--- config.mk ---
export PLATFORM = sky130hd
export DESIGN_NAME = vec_dot_engine
export DESIGN_NICKNAME = d
export VERILOG_FILES = /design/src/rtl/vec_dot_engine.sv
export SDC_FILE = /design/constraint.sdc
export NUM_CORES = 1
export LEC_CHECK = 0
export CORE_ASPECT_RATIO = 0.7
export CORE_UTILIZATION = 45
export DETAILED_ROUTE_END_ITERATION = 12
export PLACE_DENSITY = 0.61
export SLEW_MARGIN = 5
export SYNTH_ARGS = -nofsm -noshare
export SYNTH_HDL_FRONTEND = slang
export SYNTH_SLANG_ARGS = --single-unit
--- constraint.sdc ---
create_clock -name clk -period 16.2 [get_ports clk]
set_input_delay 3.24 -clock clk [delete_from_list [all_inputs] [get_ports clk]]
set_output_delay 3.24 -clock clk [all_outputs]
set_load 0.005 [all_outputs]
--- src/rtl/vec_dot_engine.sv ---
// Signed dot product of two C-element vectors, P lanes per beat, N=ceil(C/P) beats.
// Valid/ready on both sides. Optional accumulation across vectors. Shift, then saturate or truncate.
module vec_dot_engine #(
  parameter int C     = 8,
  parameter int P     = 2,
  parameter int W_X   = 8,
  parameter int W_K   = 8,
  parameter int W_ACC = 32,
  parameter int W_SH  = 5
) (
  input  logic                 clk,
  input  logic                 rst_n,
  input  logic                 in_valid,
  output logic                 in_ready,
  input  logic [C*W_X-1:0]     x,
  input  logic [C*W_K-1:0]     k,
  input  logic                 acc_en,
  input  logic [W_SH-1:0]      shift,
  input  logic                 sat_en,
  output logic                 out_valid,
  input  logic                 out_ready,
  output logic [W_X-1:0]       y_out,
  output logic [W_ACC-1:0]     y_full,
  output logic                 ovf
);

  localparam int N  = (C + P - 1) / P;
  localparam int BW = (N > 1) ? $clog2(N) : 1;
  localparam int PW = W_X + W_K;
  localparam logic signed [W_ACC-1:0] MAXV = W_ACC'((2 ** (W_X - 1)) - 1);
  localparam logic signed [W_ACC-1:0] MINV = W_ACC'(-(2 ** (W_X - 1)));

  typedef enum logic [1:0] {
    IDLE = 2'd0,
    RUN  = 2'd1,
    DONE = 2'd2
  } state_t;

  state_t state, state_nxt;

  logic [C*W_X-1:0]        x_q;
  logic [C*W_K-1:0]        k_q;
  logic [W_SH-1:0]         shift_q;
  logic                    sat_q;
  logic signed [W_ACC-1:0] acc;
  logic signed [W_ACC-1:0] acc_nxt;
  logic signed [W_ACC-1:0] lane_sum;
  logic signed [W_ACC-1:0] shifted;
  logic signed [PW-1:0]    xe;
  logic signed [PW-1:0]    ke;
  logic signed [PW-1:0]    prod;
  logic [BW-1:0]           beat;
  logic                    last_beat;
  logic                    accept;
  logic                    fits;
  logic [W_X-1:0]          y_nxt;

  logic signed [W_X-1:0] xa [N][P];
  logic signed [W_K-1:0] ka [N][P];

  // Lanes past element C-1 read as zero so the final partial beat needs no special case.
  for (genvar b = 0; b < N; b++) begin : g_beat
    for (genvar j = 0; j < P; j++) begin : g_lane
      localparam int I = b * P + j;
      if (I < C) begin : g_elem
        assign xa[b][j] = x_q[I*W_X +: W_X];
        assign ka[b][j] = k_q[I*W_K +: W_K];
      end else begin : g_pad
        assign xa[b][j] = '0;
        assign ka[b][j] = '0;
      end
    end
  end

  assign accept    = in_valid && in_ready;
  assign last_beat = (beat == BW'(N - 1));

  always_comb begin
    lane_sum = '0;
    xe       = '0;
    ke       = '0;
    prod     = '0;
    for (int j = 0; j < P; j++) begin
      xe       = PW'(xa[beat][j]);
      ke       = PW'(ka[beat][j]);
      prod     = xe * ke;
      lane_sum = lane_sum + W_ACC'(prod);
    end
  end

  assign acc_nxt = acc + lane_sum;
  assign shifted = acc_nxt >>> shift_q;
  assign fits    = (shifted >= MINV) && (shifted <= MAXV);

  always_comb begin
    y_nxt = shifted[W_X-1:0];
    if (!fits && sat_q) begin
      y_nxt = shifted[W_ACC-1] ? MINV[W_X-1:0] : MAXV[W_X-1:0];
    end
  end

  always_ff @(posedge clk or negedge rst_n) begin
    if (!rst_n) begin
      state <= IDLE;
    end else begin
      state <= state_nxt;
    end
  end

  always_comb begin
    state_nxt = state;
    case (state)
      IDLE:    if (accept)    state_nxt = RUN;
      RUN:     if (last_beat) state_nxt = DONE;
      DONE:    if (out_ready) state_nxt = IDLE;
      default:                state_nxt = IDLE;
    endcase
  end

  always_comb begin
    in_ready  = (state == IDLE);
    out_valid = (state == DONE);
  end

  // The accumulator survives DONE so a following acc_en=1 vector chains onto it.
  always_ff @(posedge clk or negedge rst_n) begin
    if (!rst_n) begin
      x_q     <= '0;
      k_q     <= '0;
      shift_q <= '0;
      sat_q   <= 1'b0;
      acc     <= '0;
      beat    <= '0;
      y_out   <= '0;
      y_full  <= '0;
      ovf     <= 1'b0;
    end else if (accept) begin
      x_q     <= x;
      k_q     <= k;
      shift_q <= shift;
      sat_q   <= sat_en;
      acc     <= acc_en ? acc : '0;
      beat    <= '0;
    end else if (state == RUN) begin
      acc  <= acc_nxt;
      beat <= last_beat ? '0 : beat + BW'(1);
      if (last_beat) begin
        y_full <= acc_nxt;
        y_out  <= y_nxt;
        ovf    <= !fits;
      end
    end
  end

endmodule
==> summary.txt, run 1 <==
Timing
  • Clock Skews: approximately 26 ps
  • Slew headroom: about a fifth
  • Endpoints failing hold: 0
  • Maximum clock rate: 0.0926 GHz
  • Worst setup margin: approximately 5400 ps
  • Max-slew violation count: 0
  • Worst-Margin Slew: approximately 1200 ps
  • Final Critical Period: 10800 ps
  • Fin Setup TNS: 0 ps
  • Unrepaired setup endpoints after global routing: no
  • Final setup vio count: 0
  • Tcrit/Tclk final: between 60% and 70%

Hold path
  • Hold Startpoint: x_q[59]$_DFFE_PN0P_
  • Hold Path Class: register to register
  • Endpoint, Worst Hold: x_q[59]$_DFFE_PN0P_
  • WHS Path Cells: 2

Global route
  • Largest net degree at the start of global routing: between 80 and 90
  • GR Layer Usage met1: a little under half
  • First-pass GRT wire length: about 100000 um
  • Met2 usage: 38.1%
  • GR Util All Layers: approximately 28%
  • Number of global-route vias before repair: 17300
  • Most Used Layer, Global Route: met1
  • Met3 Use GR: around 4.2%
  • Remaining Overflow, GRT: 0
  • Initial antenna violation count: 3

Clock network
  • H-tree levels: 1
  • CTS tree: yes
  • CTS Hold Buffers Added: 0
  • Post-CTS resize count: 0
  • CTS sink count: between 200 and 250
  • Postcts setup bufs: 0
  • CTS root buf: clkbuf_16
  • CTS max path bufs: 3
  • CTS clk-pin slew, worst paths: about 60 ps
  • Worst-Skew Late Latency: about 560 ps
  • TritonCTS buffer count: 24

Worst setup path
  • Kind of end point of the critical path: register
  • CP Max Fanout: 37
  • Reg2reg end: y_out[7]$_DFFE_PN0P_
  • FF-to-FF path depth: 30
  • Max incr delay on CP: roughly 860 ps
  • Kind of critical path: register to register
  • Worst EP arrival: 11220 ps
  • Worst path slowest cell: fa_1
  • CP required: approximately 17000 ps
  • Worst reg2reg startpoint: beat[0]$_DFFE_PN0P_
  • Reg2reg setup slack: approximately 5400 ps
  • Startpoint Class: register

Synthesis
  • Mean Syn Cell Area: approximately 9 um2
  • Synthesis Warnings: 0
  • EDFF count, synth: 0
  • Netlist cell types: 90
  • FFs w/ async S/R, synth: 100%
  • Dominant synthesized flop cell: dfrtp_1
  • Cells after synthesis: about 2400
  • Syn_nets: between 2000 and 3000
  • Yosys reg bits: about 210
  • Seq/Total Area, Yosys: between 20% and 30%
  • Post-Syn Area: 20900 um2

Place
  • DP HPWL: 49400 um
  • Pre-CTS setup slack: approximately 5400 ps
  • Placer congestion estimate: between 0.8 and 0.9
  • Inst Count DP: about 3100
  • Port Buffers: 181

Floorplan
  • Num rows: 65
  • Initial Utilization: 46.0%
  • Die H: 182 um
  • Core ar.: 45500 um2
  • Boundary Pins: between 150 and 200
  • Die Area: 47400 um2
  • Die width: 260 um

Route
  • ANT nets after route: 0
  • Drt first-iter violations: 1400
  • Drt pass-1 iters: 6
  • Routed wire length: ~62000 um
  • WL/cell: 20.0 um
  • Overall via count from detail_route: roughly 17000
  • DR DRC count: 0
  • Post-DR vias/cell: approximately 5.4

Cells and area
  • ANT cells: 0
  • Sequential cell area: ~5300 um2
  • Area of the multi-input gates: roughly 14000 um2
  • Post-route insts no fill: ~3100
  • Most common cell after layout, fill and taps aside: nand2_1
  • Layout cells sized above 1: under 10%
  • Final Util: roughly 53%
  • Layout fillers: between 4000 and 5000
  • Synthesis-to-layout area growth: 15.3%
  • Commonest cells after routing, fill and taps aside: nand2_1 (582), inv_1 (405), fa_1 (221), dfrtp_1 (210), clkdlybuf4s50_1 (180)
  • Nets@finish: around 3000

Flow run
  • Max_cap viols: 0

Status
  • Status: finished, final reports clean
## final cells by class
| type | count | share of cell area (%) |
|---|---|---|
| clock buffer | 32 | 2.87 |
| clock inverter | 12 | 0.653 |
| inverter | 405 | 6.30 |
| multi-input combinational | 1656 | 56.8 |
| sequential | 211 | 21.9 |
| tap | 603 | 3.13 |
| timing repair buffer | 207 | 8.33 |
## through the flow
stage,area [um2],hold WS (ps)
2_1_floorplan,20900,440
3_3_place_gp,23300,455
3_5_place_dp,23300,457
4_1_cts,24100,473
5_1_grt,24100,479
6_report,24100,471
## flip-flops by register name (all words and copies together) (netlist names)
signal	count
acc	32
beat	2
k_q	64
ovf	1
sat_q	1
shift_q	5
state	2
x_q	64
y_full	32
y_out	8
## worst max-delay path: cells and delay by family, from the launching register on
family	cells	cell delay (ps)
flip-flops	1	340
AND/OR/NAND/NOR	7	1630
buffers and inverters	7	1460
AO/OA/AOI/OAI	8	2680
multiplexers	1	730
adder cells (fa/ha/maj)	7	3720
## kinds of logic (layout without fill, tap and decap cells)
kind of cell | Yosys count | in the layout | synth area share (%)
buffers and inverters | 508 | 656 | 9.35
adder cells (fa/ha/maj) | 343 | 343 | 28.4
AND/OR/NAND/NOR | 854 | 854 | 17.8
XOR/XNOR | 30 | 30 | 1.26
AO/OA/AOI/OAI | 354 | 354 | 11.9
multiplexers | 75 | 75 | 6.08
flip-flops | 211 | 211 | 25.2
## Yosys cell counts (7+ instances only)
library cell | instances | share of area (%)
and3_1 | 7 | 0.21
nand2b_1 | 9 | 0.27
mux4_2 | 40 | 4.3
mux2i_1 | 18 | 0.86
o21a_1 | 8 | 0.29
a211oi_1 | 21 | 0.75
a21o_1 | 18 | 0.65
or2_2 | 11 | 0.33
nand3_1 | 21 | 0.50
xnor2_1 | 20 | 0.84
o22ai_1 | 10 | 0.30
o21ai_0 | 99 | 2.4
mux2_2 | 17 | 0.91
a22o_1 | 10 | 0.42
and2_1 | 85 | 2.5
a21oi_1 | 63 | 1.5
buf_2 | 16 | 0.38
o211ai_1 | 21 | 0.75
nor3_1 | 23 | 0.55
nor2_1 | 69 | 1.2
fa_1 | 221 | 21
xor2_1 | 10 | 0.42
a31oi_1 | 13 | 0.39
ha_1 | 122 | 7.3
clkbuf_1 | 70 | 1.3
dfrtp_1 | 211 | 25
nand4_1 | 11 | 0.33
inv_1 | 405 | 7.3
buf_1 | 12 | 0.22
nand2_1 | 584 | 10
or3_1 | 7 | 0.21
## worst max path at each step
stage	startpoint	to	slack, ps	cells after the start
after floorplan	beat[0]$_DFFE_PN0P_	y_out[7]$_DFFE_PN0P_	6940	30
after global placement	beat[0]$_DFFE_PN0P_	y_out[7]$_DFFE_PN0P_	5510	30
after detailed placement	beat[0]$_DFFE_PN0P_	y_out[7]$_DFFE_PN0P_	5430	28
after CTS	beat[0]$_DFFE_PN0P_	y_out[7]$_DFFE_PN0P_	5370	28
after global routing	beat[0]$_DFFE_PN0P_	y_out[7]$_DFFE_PN0P_	4630	30
final	beat[0]$_DFFE_PN0P_	y_out[7]$_DFFE_PN0P_	5400	30
## layer usage
layer / vias up / routed length (um)
li1: 7881 / -
met1: 8569 / 32500
met3: 53 / 4220
met5: - / 0
met4: 0 / 820
met2: 489 / 24900
Power of run 1 is left out: the tool's default activity adds up to more than one toggle a clock period on the data nets, which glitch-free logic cannot reach.
==> inputs of run 2 (changes only) <==
Clock period 16.2 ns to 10.95 ns, I/O delays scaled along.
==> summary.txt, run 2 (same netlist as run 1, synthesis figures left out) <==
Global route
  • Most Used Layer, Global Route: met1
  • GR Util All Layers: 28.0% (+0.30 points)
  • GR Layer Usage met1: 45.1% (-0.75 points)
  • Number of global-route vias before repair: 17600 (+1.7%)
  • Remaining Overflow, GRT: 0 (unchanged)
  • Largest net degree at the start of global routing: 103 (+16%)
  • Met2 usage: 39.9% (+1.8 points)
  • Initial antenna violation count: 6 (+3)
  • First-pass GRT wire length: 103000 um (+1.1%)
  • Met3 Use GR: 4.43% (+0.25 points)

Clock network
  • CTS sink count: 211 (unchanged)
  • CTS Hold Buffers Added: 0 (unchanged)
  • Worst-Skew Late Latency: 580 ps (+20 ps)
  • CTS max path bufs: 3 (unchanged)
  • H-tree levels: 1 (unchanged)
  • CTS clk-pin slew, worst paths: 60 ps (about the same)
  • CTS tree: yes
  • CTS root buf: clkbuf_16
  • TritonCTS buffer count: 24 (unchanged)

Route
  • ANT nets after route: 0 (unchanged)
  • Post-DR vias/cell: 5.48 (+0.81%)
  • Drt pass-1 iters: 6 (unchanged)
  • Drt first-iter violations: 1539 (+9.9%)
  • DR DRC count: 0 (unchanged)
  • WL/cell: 20.2 um (+1.0%)
  • Routed wire length: 63500 um (+1.7%)
  • Overall via count from detail_route: 17200 (+1.5%)

Status
  • Status: finished, final reports clean

Worst setup path
  • CP required: 11460 ps (-5170 ps)
  • Kind of end point of the critical path: register
  • Delay-heaviest family, CP: adder cells
  • Crit. Startpoint: beat[0]$_DFFE_PN0P_
  • Max incr delay on CP: 690 ps (-170 ps)
  • Kind of critical path: register to register
  • CP Max Fanout: 19 (-49%)
  • Worst path slowest cell: mux4_2
  • Worst reg2reg startpoint: beat[0]$_DFFE_PN0P_
  • CP Buf/Inv Count: 6 (-1)
  • Startpoint Class: register
  • Worst EP arrival: 10730 ps (-490 ps)

Timing
  • Fin Setup TNS: 0 ps (unchanged)
  • Maximum clock rate: 0.0978 GHz (+5.6%)
  • Max-slew violation count: 0 (unchanged)
  • Tcrit/Tclk final: 93.4% (+27 points)
  • Endpoints failing hold: 0 (unchanged)
  • Slew headroom: 20.6% (+1.8 points)
  • Final Critical Period: 10220 ps (-573 ps)
  • Worst-Margin Slew: 1180 ps (-26.6 ps)
  • Clock Skews: 46.9 ps (+20.7 ps)
  • Final setup vio count: 0 (unchanged)
  • Unrepaired setup endpoints after global routing: no

Cells and area
  • Post-route insts no fill: 3146 (+0.64%)
  • Layout cells sized above 1: 7.51% (+0.73 points)
  • ANT cells: 0 (unchanged)
  • Nets@finish: 3007 (+0.67%)
  • Most common cell after layout, fill and taps aside: nand2_1
  • Final Util: 53.4% (+0.30 points)
  • Fin area: 24300 um2 (+0.57%)
  • Commonest cells after routing, fill and taps aside: nand2_1 (582), inv_1 (405), fa_1 (221), dfrtp_1 (210), clkdlybuf4s50_1 (180)
  • Area of the multi-input gates: 13700 um2 (about the same)
  • Largest regs: k_q: 64 flops, x_q: 64 flops
  • Synthesis-to-layout area growth: 16.0%
  • Sequential cell area: 5280 um2 (about the same)
  • Layout fillers: 4244 (+0.98%)

Place
  • DP Area: 23400 um2 (+0.64%)
  • Inst Count DP: 3102 (+0.65%)
  • Placer congestion estimate: 0.928 (+5.2%)
  • DP HPWL: 50500 um (+2.3%)
  • Port Buffers: 181 (unchanged)

Hold path
  • Hold Startpoint: ovf$_DFFE_PN0P_
  • Hold Path Class: register to register

Floorplan
  • Die Area: 47400 um2 (unchanged)
  • Core ar.: 45500 um2 (unchanged)
  • Initial Utilization: 46.0% (unchanged)
  • Die H: 182 um (unchanged)
  • Die width: 260 um (unchanged)
  • Num rows: 65 (unchanged)
  • Boundary Pins: 182 (unchanged)

Flow run
  • Max_cap viols: 0 (unchanged)
run 2: final timing paths:
| kind | end | slack (ps) | depth (start not counted) |
|---|---|---|---|
| setup reg to reg | y_out[7]$_DFFE_PN0P_ | 730 | 29 |
| min in group asynchronous | x_q[42]$_DFFE_PN0P_ | 1680 | 1 |
| max in group asynchronous | beat[0]$_DFFE_PN0P_ | 7240 | 3 |
| hold reg to reg | ovf$_DFFE_PN0P_ | 470 | 2 |
| setup / recovery | y_out[7]$_DFFE_PN0P_ | 730 | 29 |
| hold / removal | ovf$_DFFE_PN0P_ | 470 | 2 |
run 2: layer usage:
metal  vias to the layer above  routed length (um)
li1                       7927                   -
met1                      8648               31900
met2                       607               26000
met3                        57                4790
met4                         0                 774
met5                         -                   0
run 2: what timing repair did:
item                       CTS  global route
resized for setup            0             4
buffers inserted             0             0
setup endpoints to repair    0             9
run 2: final cells by class:
class | instances | share of cell area, %
flip-flops and latches | 211 | 21.8
clock inverters | 9 | 0.495
clock buffers | 35 | 2.89
well taps | 603 | 3.11
multi-input cells | 1656 | 56.6
repair buffers | 227 | 8.91
inverters | 405 | 6.27
run 2: tightest hold or removal path, stage by stage, from the launching register on:
cell     delay, ps
dfrtp_1        340
nand2_1         50
nand2_1         50
run 2: through the flow:
| stage | worst slack, ps | hold WS (ps) |
|---|---|---|
| final | 728 | 467 |
| after global routing | 157 | 483 |
| after CTS | 531 | 473 |
| after detailed placement | 556 | 459 |
| after global placement | 709 | 456 |
| after floorplan | 1690 | 440 |
Power of run 2 is left out for the same reason.
==> inputs of run 3 (changes only) <==
Settings changed: ABC_CLOCK_PERIOD_IN_PS from default to 10950, CORE_ASPECT_RATIO 0.7 to default, HOLD_SLACK_MARGIN from default to 0.05.
==> summary.txt, run 3 (same netlist as run 1, synthesis figures left out) <==
Floorplan
  • Core ar.: 45600 um2 (+0.25%)
  • Die H: 218 um (+19%)
  • Initial Utilization: 45.9% (-0.11 points)
  • Die width: 218 um (-16%)
  • Boundary Pins: 182 (unchanged)
  • Num rows: 78 (+20%)
  • Die Area: 47400 um2 (about the same)

Clock network
  • CTS Hold Buffers Added: 0 (unchanged)
  • CTS root buf: clkbuf_16
  • CTS max path bufs: 3 (unchanged)
  • H-tree levels: 1 (unchanged)
  • CTS sink count: 211 (unchanged)
  • Post-CTS resize count: 0 (unchanged)
  • CTS tree: yes
  • Postcts setup bufs: 0 (unchanged)
  • Worst-Skew Late Latency: 560 ps (-20 ps)
  • TritonCTS buffer count: 25 (+4.2%)
  • CTS clk-pin slew, worst paths: 60 ps (about the same)

Global route
  • Number of global-route vias before repair: 17700 (+0.72%)
  • Met3 Use GR: 3.86% (-0.57 points)
  • Met2 usage: 41.6% (+1.7 points)
  • Remaining Overflow, GRT: 0 (unchanged)
  • Initial antenna violation count: 2 (-4)
  • GR Util All Layers: 26.5% (-1.5 points)
  • Most Used Layer, Global Route: met2
  • Largest net degree at the start of global routing: 92 (-11%)
  • GR Layer Usage met1: 38.6% (-6.5 points)
  • First-pass GRT wire length: 98000 um (-4.5%)

Timing
  • Max-slew violation count: 0 (unchanged)
  • Maximum clock rate: 0.0984 GHz (+0.56%)
  • Worst-Margin Slew: 1080 ps (-97.0 ps)
  • Tcrit/Tclk final: 92.8% (-0.52 points)
  • Fin Setup TNS: 0 ps (unchanged)
  • Clock Skews: 12.9 ps (-34.0 ps)
  • Hold_ws: 466 ps (-1.76 ps)
  • Final Critical Period: 10160 ps (-57.0 ps)
  • Worst setup margin: 785 ps (+57.0 ps)
  • Unrepaired setup endpoints after global routing: no
  • Slew headroom: 27.5% (+6.9 points)
  • Final setup vio count: 0 (unchanged)
  • Endpoints failing hold: 0 (unchanged)

Cells and area
  • Layout fillers: 4271 (+0.64%)
  • Layout cells sized above 1: 7.32% (-0.19 points)
  • ANT cells: 0 (unchanged)
  • Synthesis-to-layout area growth: 15.7%
  • Most common cell after layout, fill and taps aside: nand2_1
  • Largest regs: k_q: 64 flops, x_q: 64 flops
  • Commonest cells after routing, fill and taps aside: nand2_1 (582), inv_1 (405), fa_1 (221), dfrtp_1 (210), clkdlybuf4s50_1 (180)
  • Fin area: 24200 um2 (-0.25%)
  • Nets@finish: 3008 (+0.033%)

Worst setup path
  • Crit-path most repeated cell: fa_1
  • Kind of end point of the critical path: register
  • Worst path slowest cell: xor2_1
  • CP required: 11440 ps (-20 ps)
  • Worst reg2reg startpoint: beat[1]$_DFFE_PN0P_
  • CP Max Fanout: 12 (-7)
  • Delay-heaviest family, CP: adder cells
  • Reg2reg end: y_out[7]$_DFFE_PN0P_
  • CP Buf/Inv Count: 4 (-2)
  • Worst EP arrival: 10650 ps (-80 ps)
  • Startpoint Class: register
  • FF-to-FF path depth: 26 (-10%)
  • Kind of critical path: register to register
  • Max incr delay on CP: 840 ps (+150 ps)
  • Reg2reg setup slack: 790 ps (+60 ps)

Route
  • ANT nets after route: 0 (unchanged)
  • Overall via count from detail_route: 17000 (-1.7%)
  • Drt pass-1 iters: 5 (-1)
  • DR DRC count: 0 (unchanged)
  • WL/cell: 19.1 um (-5.4%)
  • Drt first-iter violations: 1085 (-29%)
  • Routed wire length: 60000 um (-5.5%)
  • Post-DR vias/cell: 5.40 (-1.5%)

Hold path
  • WHS Path Cells: 2 (unchanged)
  • Endpoint, Worst Hold: ovf$_DFFE_PN0P_
  • Hold Startpoint: ovf$_DFFE_PN0P_
  • Hold Path Class: register to register

Status
  • Status: finished, final reports clean

Place
  • Port Buffers: 181 (unchanged)
  • Pre-CTS setup slack: 765 ps (+210 ps)
  • DP HPWL: 48000 um (-5.0%)
  • DP Area: 23400 um2 (about the same)
  • Placer congestion estimate: 0.880 (-5.2%)

Flow run
  • Max_cap viols: 0 (unchanged)
run 3: worst reg2reg max path, stage by stage, from the launching register on:
cell and delay, ps:
dfrtp_1 790, mux4_2 520, and2_1 390, fa_1 640, inv_1 70, fa_1 510, fa_1 600, fa_1 540
inv_1 380, fa_1 590, inv_1 50, fa_1 480, inv_1 50, ha_1 520, nand2_1 170, o21ai_0 570
nor3_1 140, a21oi_1 320, xor2_1 840, o221a_2 330, o211ai_1 150, a21oi_1 290, nand4_1 140, o31a_1 300
or3_4 410, nand4_4 140, o221a_2 180
run 3: worst max-delay path by stage:
stage | slack (ps) | depth (start not counted) | from | to
6_report | 790 | 26 | beat[1]$_DFFE_PN0P_ | y_out[7]$_DFFE_PN0P_
5_1_grt | 110 | 26 | beat[0]$_DFFE_PN0P_ | y_out[7]$_DFFE_PN0P_
4_1_cts | 760 | 27 | beat[1]$_DFFE_PN0P_ | y_out[7]$_DFFE_PN0P_
3_5_place_dp | 770 | 27 | beat[0]$_DFFE_PN0P_ | y_out[7]$_DFFE_PN0P_
2_1_floorplan | 1690 | 30 | beat[0]$_DFFE_PN0P_ | y_out[7]$_DFFE_PN0P_
3_3_place_gp | 910 | 27 | beat[0]$_DFFE_PN0P_ | y_out[7]$_DFFE_PN0P_
run 3: layout make-up:
cell class / instances / area, um2 / share of cell area [%]
tap: 600 / 751 / 3.10
clock buffer: 32 / 662 / 2.73
multi-input combinational: 1656 / 13700 / 56.6
timing repair buffer: 227 / 2160 / 8.93
sequential: 211 / 5280 / 21.8
clock inverter: 11 / 120 / 0.496
inverter: 405 / 1520 / 6.28
run 3: per-stage QoR:
stage / instances / utilization [%]
after global routing: 3142 / 53.1
after detailed placement: 3099 / 51.4
after global placement: 3099 / 51.4
after floorplan: 2375 / -
final: 3142 / 53.1
after CTS: 3142 / 53.1
run 3: per-layer routing:
metal	part of all wire (%)	vias to the layer above
met5	0.022	-
met4	2.5	2
met3	6.0	80
met2	45	463
met1	46	8461
li1	-	7947
Power of run 3 is left out for the same reason.
